## config.mk

```make
export PLATFORM = sky130hd
export DESIGN_NAME = miriscv_lsu
export DESIGN_NICKNAME = d
export VERILOG_FILES = /design/src/rtl/miriscv_lsu.sv
export SDC_FILE = /design/constraint.sdc
export NUM_CORES = 1
export LEC_CHECK = 0
export BUFFER_PORTS_ARGS = -buffer_cell sky130_fd_sc_hd__clkbuf_2
export CORE_MARGIN = 2
export CORE_UTILIZATION = 35
export DETAILED_ROUTE_END_ITERATION = 6
export GPL_TIMING_DRIVEN = 0
export HOLD_SLACK_MARGIN = 0.02
export PLACE_DENSITY = 0.74
export SYNTH_ARGS = -nofsm -noshare
export SYNTH_HDL_FRONTEND = slang
export SYNTH_SLANG_ARGS = --single-unit
```

## constraint.sdc

```tcl
create_clock -name clk_i -period 3.1 [get_ports clk_i]
set_input_delay 0.31 -clock clk_i [delete_from_list [all_inputs] [get_ports clk_i]]
set_output_delay 0.31 -clock clk_i [all_outputs]
set_load 0.005 [all_outputs]
```

## src/rtl/miriscv_lsu.sv

```systemverilog
// Load-store unit: turns core byte/half/word accesses into aligned word
// transactions on the req/gnt/rvalid data bus, with a grant/response timeout.
module miriscv_lsu #(
  parameter int unsigned TIMEOUT = 64,
  parameter int unsigned CNT_W   = 16
) (
  input  logic        clk_i,
  input  logic        rst_i,
  input  logic        lsu_req_i,
  input  logic        lsu_we_i,
  input  logic [2:0]  lsu_size_i,
  input  logic [31:0] lsu_addr_i,
  input  logic [31:0] lsu_wdata_i,
  output logic [31:0] lsu_rdata_o,
  output logic        lsu_stall_o,
  output logic        lsu_misalign_o,
  output logic        lsu_err_o,
  output logic        data_req_o,
  output logic        data_we_o,
  output logic [3:0]  data_be_o,
  output logic [31:0] data_addr_o,
  output logic [31:0] data_wdata_o,
  input  logic        data_gnt_i,
  input  logic        data_rvalid_i,
  input  logic [31:0] data_rdata_i
);

  typedef enum logic [1:0] {S_IDLE, S_REQ, S_RESP, S_DONE} state_e;

  localparam logic [CNT_W-1:0] TO_LAST = CNT_W'((TIMEOUT == 0) ? 0 : TIMEOUT - 1);

  state_e             state_q, state_d;
  logic [CNT_W-1:0]   cnt_q, cnt_d;
  logic [1:0]         off_q, off_d;
  logic [2:0]         size_q, size_d;
  logic               we_q, we_d;
  logic [31:0]        rdata_q, rdata_d;
  logic               err_q, err_d;

  logic               illegal;
  logic               legal;
  logic               timeout_hit;
  logic               req_c;
  logic [7:0]         ld_byte;
  logic [15:0]        ld_half;
  logic [31:0]        ld_ext;

  always_comb begin
    illegal = 1'b0;
    case (lsu_size_i)
      3'd0:    illegal = 1'b0;
      3'd1:    illegal = lsu_addr_i[0];
      3'd2:    illegal = |lsu_addr_i[1:0];
      3'd4:    illegal = lsu_we_i;
      3'd5:    illegal = lsu_we_i | lsu_addr_i[0];
      default: illegal = 1'b1;
    endcase
  end

  assign legal          = ~illegal;
  assign lsu_misalign_o = lsu_req_i & illegal;
  assign lsu_stall_o    = lsu_req_i & legal & (state_q != S_DONE);
  assign timeout_hit    = (TIMEOUT != 0) && (cnt_q == TO_LAST);

  // Bus side attributes come straight from the core inputs, which the core
  // holds stable for the whole stalled transaction.
  assign data_we_o   = lsu_we_i;
  assign data_addr_o = {lsu_addr_i[31:2], 2'b00};

  always_comb begin
    data_be_o    = '0;
    data_wdata_o = lsu_wdata_i;
    case (lsu_size_i[1:0])
      2'd0: begin
        data_be_o    = 4'b0001 << lsu_addr_i[1:0];
        data_wdata_o = {4{lsu_wdata_i[7:0]}};
      end
      2'd1: begin
        data_be_o    = 4'b0011 << {lsu_addr_i[1], 1'b0};
        data_wdata_o = {2{lsu_wdata_i[15:0]}};
      end
      2'd2:    data_be_o = '1;
      default: data_be_o = '0;
    endcase
  end

  assign ld_byte = data_rdata_i[{off_q, 3'b000} +: 8];
  assign ld_half = off_q[1] ? data_rdata_i[31:16] : data_rdata_i[15:0];

  always_comb begin
    ld_ext = data_rdata_i;
    case (size_q)
      3'd0:    ld_ext = {{24{ld_byte[7]}}, ld_byte};
      3'd1:    ld_ext = {{16{ld_half[15]}}, ld_half};
      3'd4:    ld_ext = {24'd0, ld_byte};
      3'd5:    ld_ext = {16'd0, ld_half};
      default: ld_ext = data_rdata_i;
    endcase
  end

  always_comb begin
    state_d = state_q;
    cnt_d   = cnt_q;
    off_d   = off_q;
    size_d  = size_q;
    we_d    = we_q;
    rdata_d = rdata_q;
    err_d   = 1'b0;
    req_c   = 1'b0;
    case (state_q)
      S_IDLE: begin
        cnt_d = '0;
        if (lsu_req_i && legal) begin
          req_c   = 1'b1;
          off_d   = lsu_addr_i[1:0];
          size_d  = lsu_size_i;
          we_d    = lsu_we_i;
          state_d = data_gnt_i ? S_RESP : S_REQ;
        end
      end
      S_REQ: begin
        cnt_d = cnt_q + 1'b1;
        // Timeout wins over a coincident grant: the request is withdrawn.
        if (timeout_hit) begin
          state_d = S_DONE;
          err_d   = 1'b1;
          rdata_d = '0;
        end else begin
          req_c = 1'b1;
          if (data_gnt_i) begin
            off_d   = lsu_addr_i[1:0];
            size_d  = lsu_size_i;
            we_d    = lsu_we_i;
            state_d = S_RESP;
          end
        end
      end
      S_RESP: begin
        cnt_d = cnt_q + 1'b1;
        if (timeout_hit) begin
          state_d = S_DONE;
          err_d   = 1'b1;
          rdata_d = '0;
        end else if (data_rvalid_i) begin
          state_d = S_DONE;
          if (!we_q) rdata_d = ld_ext;
        end
      end
      S_DONE: begin
        cnt_d   = '0;
        state_d = S_IDLE;
      end
      default: state_d = S_IDLE;
    endcase
  end

  assign data_req_o  = req_c & ~rst_i;
  assign lsu_rdata_o = rdata_q;
  assign lsu_err_o   = err_q;

  always_ff @(posedge clk_i) begin
    if (rst_i) begin
      state_q <= S_IDLE;
      cnt_q   <= '0;
      off_q   <= '0;
      size_q  <= '0;
      we_q    <= 1'b0;
      rdata_q <= '0;
      err_q   <= 1'b0;
    end else begin
      state_q <= state_d;
      cnt_q   <= cnt_d;
      off_q   <= off_d;
      size_q  <= size_d;
      we_q    <= we_d;
      rdata_q <= rdata_d;
      err_q   <= err_d;
    end
  end

endmodule

```

### After elaboration in Yosys (flattened, before gate mapping)

Cells that the tools add are included.

* add/subtract/negate cells: 1
* eq/ne operators: 21
* shifts and indexed selects: 3
* muxes and demuxes: 34
* bitwise operators: 8
* reduce and logical (&&, ||, !) cells: 14

Operator list (number)
* $mux 32: 4
* $pmux 32 s2: 2
* $pmux 32 s4: 1
* $pmux 16 s2: 1
* $shiftx 32x6->8: 1
* $mux 2: 9
* $add 16x1->16 const B: 1
* $eq 16x6->1 const B: 1
* $mux 16: 1
* $eq 3x3->1 const B: 4
* $pmux 4 s3: 1
* $ne 2x2->1 const B: 5
* $mux 3: 3
* $ne 3x3->1 const B: 3
* $pmux 2 s4: 1
* $reduce_and 4->1: 2
* $reduce_or 2->1: 4
* $eq 2x2->1 const B: 3
* $eq 3x1->1 const B: 2
* $logic_not 3->1: 2
* $mux 1: 6
* $pmux 3 s2: 1
* $pmux 1 s5: 1
* $and 1x1->1: 4
* 12 further kinds: 18

* flip-flop bits (word level): 57
* input bits: 105
* output and inout port bits: 105
* word-level logic and storage cells: 88

### Logic depth before layout (Yosys ltp)

Gate-level depths: netlist of the first run.

* depth after elaboration: 7
* depth in mapped cells: 8
* gate-level depth less buffers: 7

### Worst setup path before layout of the first run

No wires, ideal clock.

* kind: register to register
* start: register cnt_q[0]
* end: register rdata_q[15], in the netlist lsu_rdata_o[15]
* setup time: 0.117 ns
* arrival time: 2.182 ns
* data required time: 2.983 ns
* setup slack: 0.800 ns
* cell stages (with the launch flop): 7
* buffers on the path: 1
* period minus slack after synthesis: 2.300 ns
* path through: dfxtp_1 -> ha_1 -> or4bb_4 -> or4_4 -> and3_4 -> buf_6 -> a32o_1

* cells in the longest elaborated chain, start to end: 3
* elaborated cells between the ends (all ways): 7
* classes of those cells: 4 x eq/ne; 2 x mux; 1 x reduce/logical

RTL lines
* from (decl): line 33 `logic [CNT_W-1:0] cnt_q, cnt_d;`
* from (signal assigned): line 172 `cnt_q <= cnt_d;`
* $eq 16x6->1 *: line 63 `assign timeout_hit = (TIMEOUT != 0) && (cnt_q == TO_LAST);`
* $ne 3x3->1 (no line), or another cell as far along
* $reduce_and 4->1 (no line) / $pmux 32 s2 (equally long branches)
* to (signal assigned): line 176 `rdata_q <= rdata_d;`
* to (decl): line 37 `logic [31:0] rdata_q, rdata_d;`

Every way passes the cells marked *; elsewhere a longest branch is shown, timed or not.
A chain may end at the register's enable or synchronous reset.

### Worst setup path after layout of the first run

* start: register cnt_q[0]
* end: output data_req_o

* cells in the longest elaborated chain, start to end: 4

RTL lines
* $eq 16x6->1: line 63
* $mux 1: line 124 `if (timeout_hit) begin`
* $pmux 1 s2: line 110 `case (state_q)`
* $and 1x1->1: line 157 `assign data_req_o = req_c & ~rst_i;`
* to (decl): line 18 `output logic data_req_o,`

No other way between the ends.

==> results of run 1 <==
-- how the worst max path moves through the flow --
| stage | startpoint | endpoint | slack (ps) | depth (start not counted) |
|---|---|---|---|---|
| floorplan | cnt_q[0]$_SDFF_PP0_ | lsu_rdata_o[15]$_SDFFE_PP0P_ | 800 | 6 |
| global placement | cnt_q[0]$_SDFF_PP0_ | lsu_rdata_o[31]$_SDFFE_PP0P_ | 580 | 8 |
| detailed placement | cnt_q[0]$_SDFF_PP0_ | lsu_rdata_o[31]$_SDFFE_PP0P_ | 510 | 8 |
| CTS | cnt_q[0]$_SDFF_PP0_ | data_req_o | 350 | 6 |
| global route | cnt_q[0]$_SDFF_PP0_ | data_req_o | 270 | 6 |
| finish | cnt_q[0]$_SDFF_PP0_ | data_req_o | 360 | 6 |
-- cell usage in the layout (no fill, tap or decap), types with 10 or more instances in the layout --
master,count
clkbuf_2,175
dfxtp_1,57
nor2_1,49
buf_4,42
a21oi_1,33
nand2_1,27
clkbuf_1,23
mux2i_1,22
mux2_2,17
o2bb2ai_1,16
o21ai_0,15
inv_1,14
a2bb2oi_1,10
clkbuf_8,10
-- cells by family (layout without fill, tap and decap cells) --
group	count (synthesis)	in the layout	synth area share
AOI/OAI and AO/OA	102	102	0.198
xor gates and xnor gates	12	12	0.0297
adders and majority gates	5	5	0.0177
buffers and inverters	81	272	0.136
DFF	57	57	0.323
muxes	40	40	0.123
other	1	2	0.00106
and+or+nand+nor	121	121	0.172
-- metal layers --
layer | up-vias | share of wire
met5 | - | 0
met4 | 0 | 0.011
met3 | 9 | 0.058
met2 | 109 | 0.50
met1 | 1718 | 0.43
li1 | 1827 | -
-- sequential cells by signal, indices dropped and copies added (netlist names) --
signal	flops
cnt_q	16
lsu_err_o	1
lsu_rdata_o	32
off_q	2
size_q	3
state_q	2
we_q	1
-- cell type report --
cell class | count | area, sq um
inverter | 14 | 52.6
timing repair buffer | 175 | 876
tap | 133 | 166
clock buffer | 13 | 149
sequential | 57 | 1140
multi-input combinational | 282 | 1920
buffer | 67 | 427
clock inverter | 3 | 40.0
fill | 965 | 5010
-- worst reg2reg max path, cell delays in order (launching register included) --
cell and delay, ps:
dfxtp_1 390, ha_1 260, or4bb_4 590, nor4_4 330, o22ai_2 200, nor2b_1 170, clkbuf_1 180, buf_2 230
o2bb2ai_1 140
-- through the flow --
| stage | hold slack, ps | worst slack, ps | util | area (sq um) |
|---|---|---|---|---|
| 5_1_grt | 244 | 267 | 0.488 | 4770 |
| 2_1_floorplan | 442 | 800 | - | 3540 |
| 3_3_place_gp | 439 | 585 | 0.469 | 4580 |
| 3_5_place_dp | 443 | 508 | 0.469 | 4580 |
| 4_1_cts | 227 | 354 | 0.488 | 4770 |
| 6_report | 241 | 363 | 0.488 | 4770 |
-- power by group through the flow --
| stage | sequential (W) | combinational, W | clock (W) |
|---|---|---|---|
| 5_1_grt | 0.000866 | 0.000862 | 0.000728 |
| 2_1_floorplan | 0.000867 | 0.000493 | 0 |
| 4_1_cts | 0.000858 | 0.000775 | 0.000694 |
| 3_3_place_gp | 0.000870 | 0.000751 | 0 |
| 6_report | 0.000858 | 0.000775 | 0.000678 |
| 3_5_place_dp | 0.000873 | 0.000773 | 0 |
==> impl_results.md, run 1 <==
* GRT Util Overall at 0.191
* Syn_area_per_cell at roughly 8.4 sq um
* Crit. End Element: primary output
* Leading area contributor after synthesis: dfxtp_1
* Seq pwr share at 0.371
* Antenna cell count at 0
* Tightest Hold Check Type: input pin to flip-flop
* Core area at a little under 10000 sq um
* Final GP Congestion at between 0.9 and 1
* Initial antenna violation count at 0
* Area delta synth->final at 35.0%
* Fmax at approximately 370 MHz
* First-pass GRT wire length at between 15 and 20 mm
* Slew HR at 0.516
* Met3 usage at 0.0482
* Fraction of layout cells with a size suffix above 1 at 0.429
* Post-route setup TNS at 0 ps
* Worst clock skew at about 5.6 ps
* Met2 Track Usage GR at 0.328
* # IOs at 210
* Clock Latency Late Sink at ~340 ps
* Cts repair resizes at 0
* Routing usage on met1 at 0.234
* DRT Pass-1 Iters at 5
* Yosys cell types at between 50 and 60
* Mapped cell area at 3530 sq um
* Row Count at 36
* Worst hold endpoint: lsu_rdata_o[19]$_SDFFE_PP0P_
* Total Power at between 0.002 and 0.0025 W
* Switching part of the total at 0.326
* Clk pwr share at 0.293
* Mean number of vias per cell at approximately 5
* Final wirelength at 10.6 mm
* Largest net degree at the start of global routing at 11
* MaxCap Viol Count at 0
* Critical Path Max Stage Delay at between 500 and 600 ps
* Delay-heaviest family, CP: simple AND/OR/NAND/NOR gates
* Die outline width at around 100 microns
* TritonCTS Sinks at 57
* HPWL Detailed at between 8 and 9 mm
* Worst Setup Path Type: flip-flop to primary output
* Num CTS Buffers at 9
* Max FO, Critical Path at 5
* Root Driver: clkbuf_8
* Critical Path Source Type: flip-flop
* Worst path buffer plus inverter count at 1
* Static leakage at 2.14 nW
* Final worst-path cycle share at 0.883
* FF-to-FF End: lsu_rdata_o[31]$_SDFFE_PP0P_
* Ys flop type: dfxtp_1
* Slew Viols, Final at 0
* Yosys top cell area share at 0.323
* Vias in the first global route at 3481
* Placed Instances at around 730
* Worst-Margin Slew at 724 ps
* Sw Pwr at between 0.0007 and 0.0008 W
* GRT overflow at 0
* Seq/Total Area, Yosys at 0.323
* R2r startpoint: cnt_q[0]$_SDFF_PP0_
* FF-to-FF setup slack at a little over 500 ps
* Via count at 3663
* Post-Layout Cell Count at 744
* CP max stage cell: or4bb_4
* Yosys warnings at 0
* Initial Utilization at 0.361
* Worst Path Arrival at between 2000 and 2500 ps
* Comb power frac at 0.335
* Mean routed wirelength per cell at between 10 and 15 microns
* RSZ-0062 raised after global routing: false
* EDFF count, synth at 0
* Ys async rst share at 0
* Die Y at approximately 100 microns
* Setup bufs post-CTS at 0
* Synth top cells by count: dfxtp_1 (57), nor2_1 (49), buf_4 (42), a21oi_1 (33), nand2_1 (27)
* CTS H-tree depth at 3
* FF-to-FF path depth at 8
* DRC viols at 0
* Setup Viol. Count Final at 0
* Nets@finish at 716
* Synthesized instance count at approximately 420
* VDD IR-drop max at between 0.0002 and 0.00025 V
* Hold Path Origin: data_rdata_i[19]
* Clock-pin slew on the worst setup and hold paths at 70 ps
* Die ar. at 10900 sq um
* Yosys reg bits at 57
* CTS Hold Bufs at 0
* Design internal power at roughly 0.0016 W
* Crit-path cells: ha_1 -> or4bb_4 -> or4_4 -> nand2_1 -> a21oi_1 -> clkbuf_2
* Status: finished, final reports clean
* Busiest grt layer: met2
* CTS tree: done
* Required time of the critical path at ~2800 ps
* Count leader, synth: dfxtp_1
* Port bufs at 175
* Longest Clk Path Bufs at 2
* 1st-iter DRT viols at 195
* Post-route ant nets at 0
* Post-layout min period at 2740 ps
* Hold Fails Final Rpt at 0
* Ranking of synthesized cells by area: dfxtp_1 (32%), buf_4 (8.9%), mux2i_1 (6.2%)
* Hold Path Stages at 3
* PD cells at just under 500 nW/um^2
Note: power is estimated with default switching activity, not from simulation.
==> inputs of run 2 (changes only) <==
--- a/config.mk
+++ b/config.mk
@@ -8,10 +8,12 @@
 export BUFFER_PORTS_ARGS = -buffer_cell sky130_fd_sc_hd__clkbuf_2
 export CORE_MARGIN = 2
 export CORE_UTILIZATION = 35
+export CTS_BUF_LIST = sky130_fd_sc_hd__clkbuf_2 sky130_fd_sc_hd__clkbuf_4 sky130_fd_sc_hd__clkbuf_8
 export DETAILED_ROUTE_END_ITERATION = 6
 export GPL_TIMING_DRIVEN = 0
 export HOLD_SLACK_MARGIN = 0.02
 export PLACE_DENSITY = 0.74
+export RECOVER_POWER = 25
 export SYNTH_ARGS = -nofsm -noshare
 export SYNTH_HDL_FRONTEND = slang
 export SYNTH_SLANG_ARGS = --single-unit
==> run 2 against run 1 <==
  * Maximum frequency about the same
  * Combinational power down 0.6%
  * Via count up 0.44%
  * Wire length is 0.30% higher
  * Sequential cell count unchanged
  * Critical path depth unchanged
  * Sequential power barely moved
  * Sequential share of layout area grew 0.088 points
  * Die area stayed put
  * Cell count did not move
  * Power is 1.1% higher
  * Critical endpoint unchanged
==> impl_results.md, run 2 (same netlist as run 1, synthesis figures left out) <==
* Worst clock skew at 6.52 ps (was 5.60 ps)
* HPWL Detailed at 8.67 mm (unchanged)
* Critical Path Source Type: flip-flop (unchanged)
* Cts repair resizes at 0 (unchanged)
* Static leakage at 2.07 nW (was 2.14 nW)
* Setup Viol. Count Final at 0 (unchanged)
* Clock-pin slew on the worst setup and hold paths at 70 ps (about the same)
* Num CTS Buffers at 9 (unchanged)
* Hold Path Origin: data_rdata_i[19] (unchanged)
* PD cells at 491 nW/um^2 (was 484 nW/um^2)
* Met3 routed WL at 716 microns (was 620 microns)
* Die ar. at 10900 sq um (unchanged)
* Row Count at 36 (unchanged)
* Initial antenna violation count at 0 (unchanged)
* 1st-iter DRT viols at 180 (was 195)
* Mean routed wirelength per cell at 14.3 microns (was 14.2 microns)
* Core area at 9770 sq um (unchanged)
* DRC viols at 0 (unchanged)
* Most common cell after layout, fill and taps aside: clkbuf_2 (unchanged)
* Nets@finish at 716 (unchanged)
* Clk pwr share at 0.303 (was 0.293)
* Top sig layer: met4 (unchanged)
* RSZ-0062 raised after global routing: false (unchanged)
* DRT Pass-1 Iters at 4 (was 5)
* FF-to-FF setup slack at 480 ps (was 510 ps)
* Slew HR at 0.515 (was 0.516)
* Fmax at 365 MHz (about the same)
* Worst-Margin Slew at 725 ps (was 724 ps)
* Switching part of the total at 0.324 (was 0.326)
* CTS H-tree depth at 3 (unchanged)
* Required time of the critical path at 2790 ps (about the same)
* Seq pwr share at 0.368 (was 0.371)
* GRT Util Overall at 0.191 (about the same)
* Largest net degree at the start of global routing at 11 (unchanged)
* Fraction of layout cells with a size suffix above 1 at 0.396 (was 0.429)
* Post-layout min period at 2740 ps (about the same)
* R2r startpoint: cnt_q[0]$_SDFF_PP0_ (unchanged)
* Mean number of vias per cell at 4.94 (was 4.92)
* Longest Clk Path Bufs at 2 (unchanged)
* Placed Instances at 728 (unchanged)
* Area of the multi-input gates at 1920 sq um (unchanged)
* Area delta synth->final at 34.5% (was 35.0%)
* Final GP Congestion at 0.906 (unchanged)
* Antenna cell count at 0 (unchanged)
* M1 WL at 4.47 mm (was 4.58 mm)
* Status: finished, final reports clean (unchanged)
* Port bufs at 175 (unchanged)
* Via count at 3679 (was 3663)
* Vias in the first global route at 3483 (was 3481)
* Worst Path Arrival at 2430 ps (about the same)
* Hold Fails Final Rpt at 0 (unchanged)
* VDD IR-drop max at 0.000232 V (was 0.000226 V)
* CTS Hold Bufs at 0 (unchanged)
* Register area at 1140 sq um (unchanged)
* Largest register FFs at 32 (unchanged)
* FF-to-FF End: lsu_rdata_o[31]$_SDFFE_PP0P_ (unchanged)
* Post-route ant nets at 0 (unchanged)
* TritonCTS Sinks at 57 (unchanged)
* Slew Viols, Final at 0 (unchanged)
* Worst hold endpoint: lsu_rdata_o[19]$_SDFFE_PP0P_ (unchanged)
* Post-route setup TNS at 0 ps (unchanged)
* GRT overflow at 0 (unchanged)
* Final worst-path cycle share at 0.883 (about the same)
* Comb power frac at 0.330 (was 0.335)
* Layout fillers at 986 (was 965)
* Die outline width at 104 microns (unchanged)
* Crit. End Element: primary output (unchanged)
* Post-Layout Cell Count at 744 (unchanged)
* # IOs at 210 (unchanged)
* Hold Path Stages at 3 (unchanged)
* CTS tree: done (unchanged)
* Most frequent cells in the layout: clkbuf_2 (152), dfxtp_1 (57), nor2_1 (49), clkbuf_1 (43), a21oi_1 (33) (was clkbuf_2 (175), dfxtp_1 (57), nor2_1 (49), buf_4 (42), a21oi_1 (33))
* Design internal power at 0.00158 W (was 0.00156 W)
* Worst Setup Path Type: flip-flop to primary output (unchanged)
* Initial Utilization at 0.361 (unchanged)
* Setup bufs post-CTS at 0 (unchanged)
* Hold WS at 233 ps (was 241 ps)
* Root Driver: clkbuf_8 (unchanged)
* MaxCap Viol Count at 0 (unchanged)
* Sw Pwr at 0.000755 W (was 0.000752 W)
* Met2 wire length at 5.31 mm (was 5.28 mm)
* Max FO, Critical Path at 5 (unchanged)
* Tightest Hold Check Type: input pin to flip-flop (unchanged)
* FF-to-FF path depth at 8 (unchanged)
* First-pass GRT wire length at 16.9 mm (about the same)
* Die Y at 104 microns (unchanged)
* Final Util at 0.486 (was 0.488)
* Final wirelength at 10.6 mm (about the same)
* Clock Latency Late Sink at 340 ps (about the same)
==> run 2: cell types whose count changed in the layout (fill, tap and decap cells not counted) <==
cell	change
clkbuf_4	+19
buf_4	-16
clkbuf_2	-23
clkbuf_1	+20
==> run 2: per-layer routing <==
| layer | GRT usage | vias to the layer above |
|---|---|---|
| met4 | 0.0569 | 0 |
| met2 | 0.328 | 120 |
| met1 | 0.234 | 1722 |
| met3 | 0.0482 | 12 |
| li1 | - | 1825 |
| met5 | 0 | - |
==> run 2: layout make-up <==
type,instances,share of cell area
multi-input combinational,282,0.403
sequential,57,0.240
timing repair buffer,175,0.178
buffer,67,0.0898
tap,133,0.0350
clock buffer,13,0.0337
inverter,14,0.0111
clock inverter,3,0.00843
==> run 2: worst max path at each step <==
stage	start	to	slack, ps	cells after the start
floorplan	cnt_q[0]$_SDFF_PP0_	lsu_rdata_o[15]$_SDFFE_PP0P_	800	6
global placement	cnt_q[0]$_SDFF_PP0_	lsu_rdata_o[31]$_SDFFE_PP0P_	580	8
detailed placement	cnt_q[0]$_SDFF_PP0_	lsu_rdata_o[31]$_SDFFE_PP0P_	510	8
CTS	cnt_q[0]$_SDFF_PP0_	data_req_o	350	6
global route	cnt_q[0]$_SDFF_PP0_	data_req_o	260	6
finish	cnt_q[0]$_SDFF_PP0_	data_req_o	360	6
==> run 2: power groups by stage <==
stage	clock [W]	sequential, W	combinational [W]
4_1_cts	0.000722	0.000858	0.000775
5_1_grt	0.000756	0.000866	0.000857
6_report	0.000706	0.000858	0.000770
3_5_place_dp	0	0.000873	0.000773
2_1_floorplan	0	0.000867	0.000493
3_3_place_gp	0	0.000870	0.000751
==> run 2: worst max-delay path: stages, from the launching register on <==
cell and delay (ps):
dfxtp_1 390, ha_1 260, or4bb_4 590, or4_4 540, nand2_1 90, a21oi_1 80, clkbuf_2 140
==> run 2: metrics by stage <==
stage / setup slack [ps] / cell area, sq um / power [W]
after global placement: 585 / 4580 / 0.00162
after CTS: 353 / 4780 / 0.00235
after global routing: 265 / 4750 / 0.00248
after floorplan: 800 / 3540 / 0.00136
final: 362 / 4750 / 0.00233
after detailed placement: 508 / 4580 / 0.00165
==> inputs of run 3 (changes only) <==
--- a/config.mk
+++ b/config.mk
@@ -6,13 +6,15 @@
 export NUM_CORES = 1
 export LEC_CHECK = 0
 export BUFFER_PORTS_ARGS = -buffer_cell sky130_fd_sc_hd__clkbuf_2
+export CELL_PAD_IN_SITES_DETAIL_PLACEMENT = 2
+export CELL_PAD_IN_SITES_GLOBAL_PLACEMENT = 2
 export CORE_MARGIN = 2
-export CORE_UTILIZATION = 35
+export CORE_UTILIZATION = 24
 export CTS_BUF_LIST = sky130_fd_sc_hd__clkbuf_2 sky130_fd_sc_hd__clkbuf_4 sky130_fd_sc_hd__clkbuf_8
 export DETAILED_ROUTE_END_ITERATION = 6
 export GPL_TIMING_DRIVEN = 0
 export HOLD_SLACK_MARGIN = 0.02
-export PLACE_DENSITY = 0.74
+export PLACE_DENSITY = 0.9
 export RECOVER_POWER = 25
 export SYNTH_ARGS = -nofsm -noshare
 export SYNTH_HDL_FRONTEND = slang
==> run 3 against run 2 <==
  * Maximum frequency is 1.7% lower
  * Clock skew is 1.7 ps higher
  * Cell area is 0.92% higher
  * Non-clock buffer count stayed put
  * Wire length is 33% higher
  * Sequential share of layout area is 0.22 points lower
  * Largest cell class unchanged
  * Highest routed layer unchanged
==> impl_results.md, run 3 (same netlist as run 1, synthesis figures left out) <==
* Final wirelength at 14.1 mm (was 10.6 mm)
* Mean routed wirelength per cell at 17.8 microns (was 14.3 microns)
* First-pass GRT wire length at 22.2 mm (was 16.9 mm)
* Nets@finish at 716 (unchanged)
* Delay-heaviest family, CP: simple AND/OR/NAND/NOR gates (unchanged)
* Post-route setup TNS at 0 ps (unchanged)
* # IOs at 210 (unchanged)
* Initial Utilization at 0.244 (was 0.361)
* Area delta synth->final at 35.7% (was 34.5%)
* Largest net degree at the start of global routing at 11 (unchanged)
* CTS H-tree depth at 3 (unchanged)
* Worst-Margin Slew at 845 ps (was 725 ps)
* VDD IR-drop max at 0.000159 V (was 0.000232 V)
* Static leakage at 2.06 nW (was 2.07 nW)
* DRC viols at 0 (unchanged)
* GRT Util Overall at 0.177 (was 0.191)
* Required time of the critical path at 2790 ps (about the same)
* Die Y at 125 microns (was 104 microns)
* Critical Path Max Stage Delay at 590 ps (about the same)
* Clock Latency Late Sink at 340 ps (about the same)
* Crit-path cells: ha_1 -> or4bb_4 -> or4_4 -> nand2_1 -> a21oi_1 -> clkbuf_2 (unchanged)
* Final WS setup at 314 ps (was 362 ps)
* Crit. End Element: primary output (unchanged)
* Longest Clk Path Bufs at 2 (unchanged)
* Setup Viol. Count Final at 0 (unchanged)
* Post-layout min period at 2790 ps (was 2740 ps)
* Most common cell after layout, fill and taps aside: clkbuf_2 (unchanged)
* Initial antenna violation count at 0 (unchanged)
* HPWL Detailed at 11.6 mm (was 8.67 mm)
* Row Count at 44 (was 36)
* Mean number of vias per cell at 4.75 (was 4.94)
* Hold Fails Final Rpt at 0 (unchanged)
* Core area at 14500 sq um (was 9770 sq um)
* Worst clock skew at 8.22 ps (was 6.52 ps)
* Via count at 3779 (was 3679)
* Root Driver: clkbuf_8 (unchanged)
* MaxCap Viol Count at 0 (unchanged)
* Largest register FFs at 32 (unchanged)
* Clock-pin slew on the worst setup and hold paths at 70 ps (about the same)
* Die outline width at 125 microns (was 104 microns)
* Setup bufs post-CTS at 0 (unchanged)
* Final worst-path cycle share at 0.899 (was 0.883)
* Final GP Congestion at 0.818 (was 0.906)
* Most frequent cells in the layout: clkbuf_2 (151), dfxtp_1 (57), nor2_1 (49), clkbuf_1 (44), a21oi_1 (33) (was clkbuf_2 (152), dfxtp_1 (57), nor2_1 (49), clkbuf_1 (43), a21oi_1 (33))
* Cts repair resizes at 0 (unchanged)
* Worst Path Arrival at 2480 ps (was 2430 ps)
* PD cells at 485 nW/um^2 (was 491 nW/um^2)
* Max FO, Critical Path at 5 (unchanged)
* Die ar. at 15700 sq um (was 10900 sq um)
* CP max stage cell: or4bb_4 (unchanged)
* Num CTS Buffers at 9 (unchanged)
* DRT Pass-1 Iters at 4 (unchanged)
* Fraction of layout cells with a size suffix above 1 at 0.394 (was 0.396)
* Critical Path Source Type: flip-flop (unchanged)
* Port bufs at 175 (unchanged)
* Post-route ant nets at 0 (unchanged)
* CTS Hold Bufs at 0 (unchanged)
* CTS tree: done (unchanged)
* Vias in the first global route at 4103 (was 3483)
* RSZ-0062 raised after global routing: false (unchanged)
* Worst Setup Path Type: flip-flop to primary output (unchanged)
* Tightest Hold Check Type: input pin to flip-flop (unchanged)
* TritonCTS Sinks at 57 (unchanged)
* 1st-iter DRT viols at 105 (was 180)
* GRT overflow at 0 (unchanged)
* Status: finished, final reports clean (unchanged)
* Worst path buffer plus inverter count at 1 (unchanged)
* Fmax at 359 MHz (was 365 MHz)
* Setup slack at placement at 413 ps (was 508 ps)
* Slew HR at 0.435 (was 0.515)
* Antenna cell count at 0 (unchanged)
* Slew Viols, Final at 0 (unchanged)
[run 3: layer usage]
layer	routed length (microns)	part of all wire	up-vias	GRT usage
li1	-	-	1807	-
met1	5510	0.39	1863	0.198
met2	7850	0.55	96	0.342
met3	642	0.045	13	0.0407
met4	138	0.0098	0	0.0366
met5	0	0	-	0
[run 3: where the power goes]
part           switching [W]  internal, W  total (W)  leakage (nW)
Clock               0.000307     0.000348   0.000655         0.100
Combinational       0.000454     0.000355   0.000809          1.50
Sequential         0.0000551     0.000807   0.000862         0.461
[run 3: metrics by stage]
step           hold slack (ps)   util  instances  instance area, sq um  total power (W)
4_1_cts                    234  0.333        795                  4820          0.00236
5_1_grt                    271  0.331        795                  4790          0.00248
2_1_floorplan              442      -        420                  3540          0.00136
6_report                   258  0.331        795                  4790          0.00233
3_5_place_dp               456  0.321        779                  4640          0.00170
3_3_place_gp               441  0.321        779                  4640          0.00164
[run 3: final timing paths]
path                               start                           end  slack [ps]  cells after the start
max                  cnt_q[0]$_SDFF_PP0_                    data_req_o         310                      6
min                     data_rdata_i[29]  lsu_rdata_o[29]$_SDFFE_PP0P_         260                      3
max reg2reg          cnt_q[0]$_SDFF_PP0_  lsu_rdata_o[26]$_SDFFE_PP0P_         450                      8
min reg2reg  lsu_rdata_o[8]$_SDFFE_PP0P_   lsu_rdata_o[8]$_SDFFE_PP0P_         470                      2
[run 3: layout make-up]
class | count | area, sq um
fill | 1693 | 9680
multi-input combinational | 282 | 1920
clock buffer | 13 | 166
clock inverter | 3 | 15.0
buffer | 67 | 427
tap | 184 | 230
timing repair buffer | 175 | 846
sequential | 57 | 1140
inverter | 14 | 52.6
[run 3: worst min-delay path: stages]
cell       delay (ps)
clkbuf_2          110
nor2_1             40
o2bb2ai_1         100
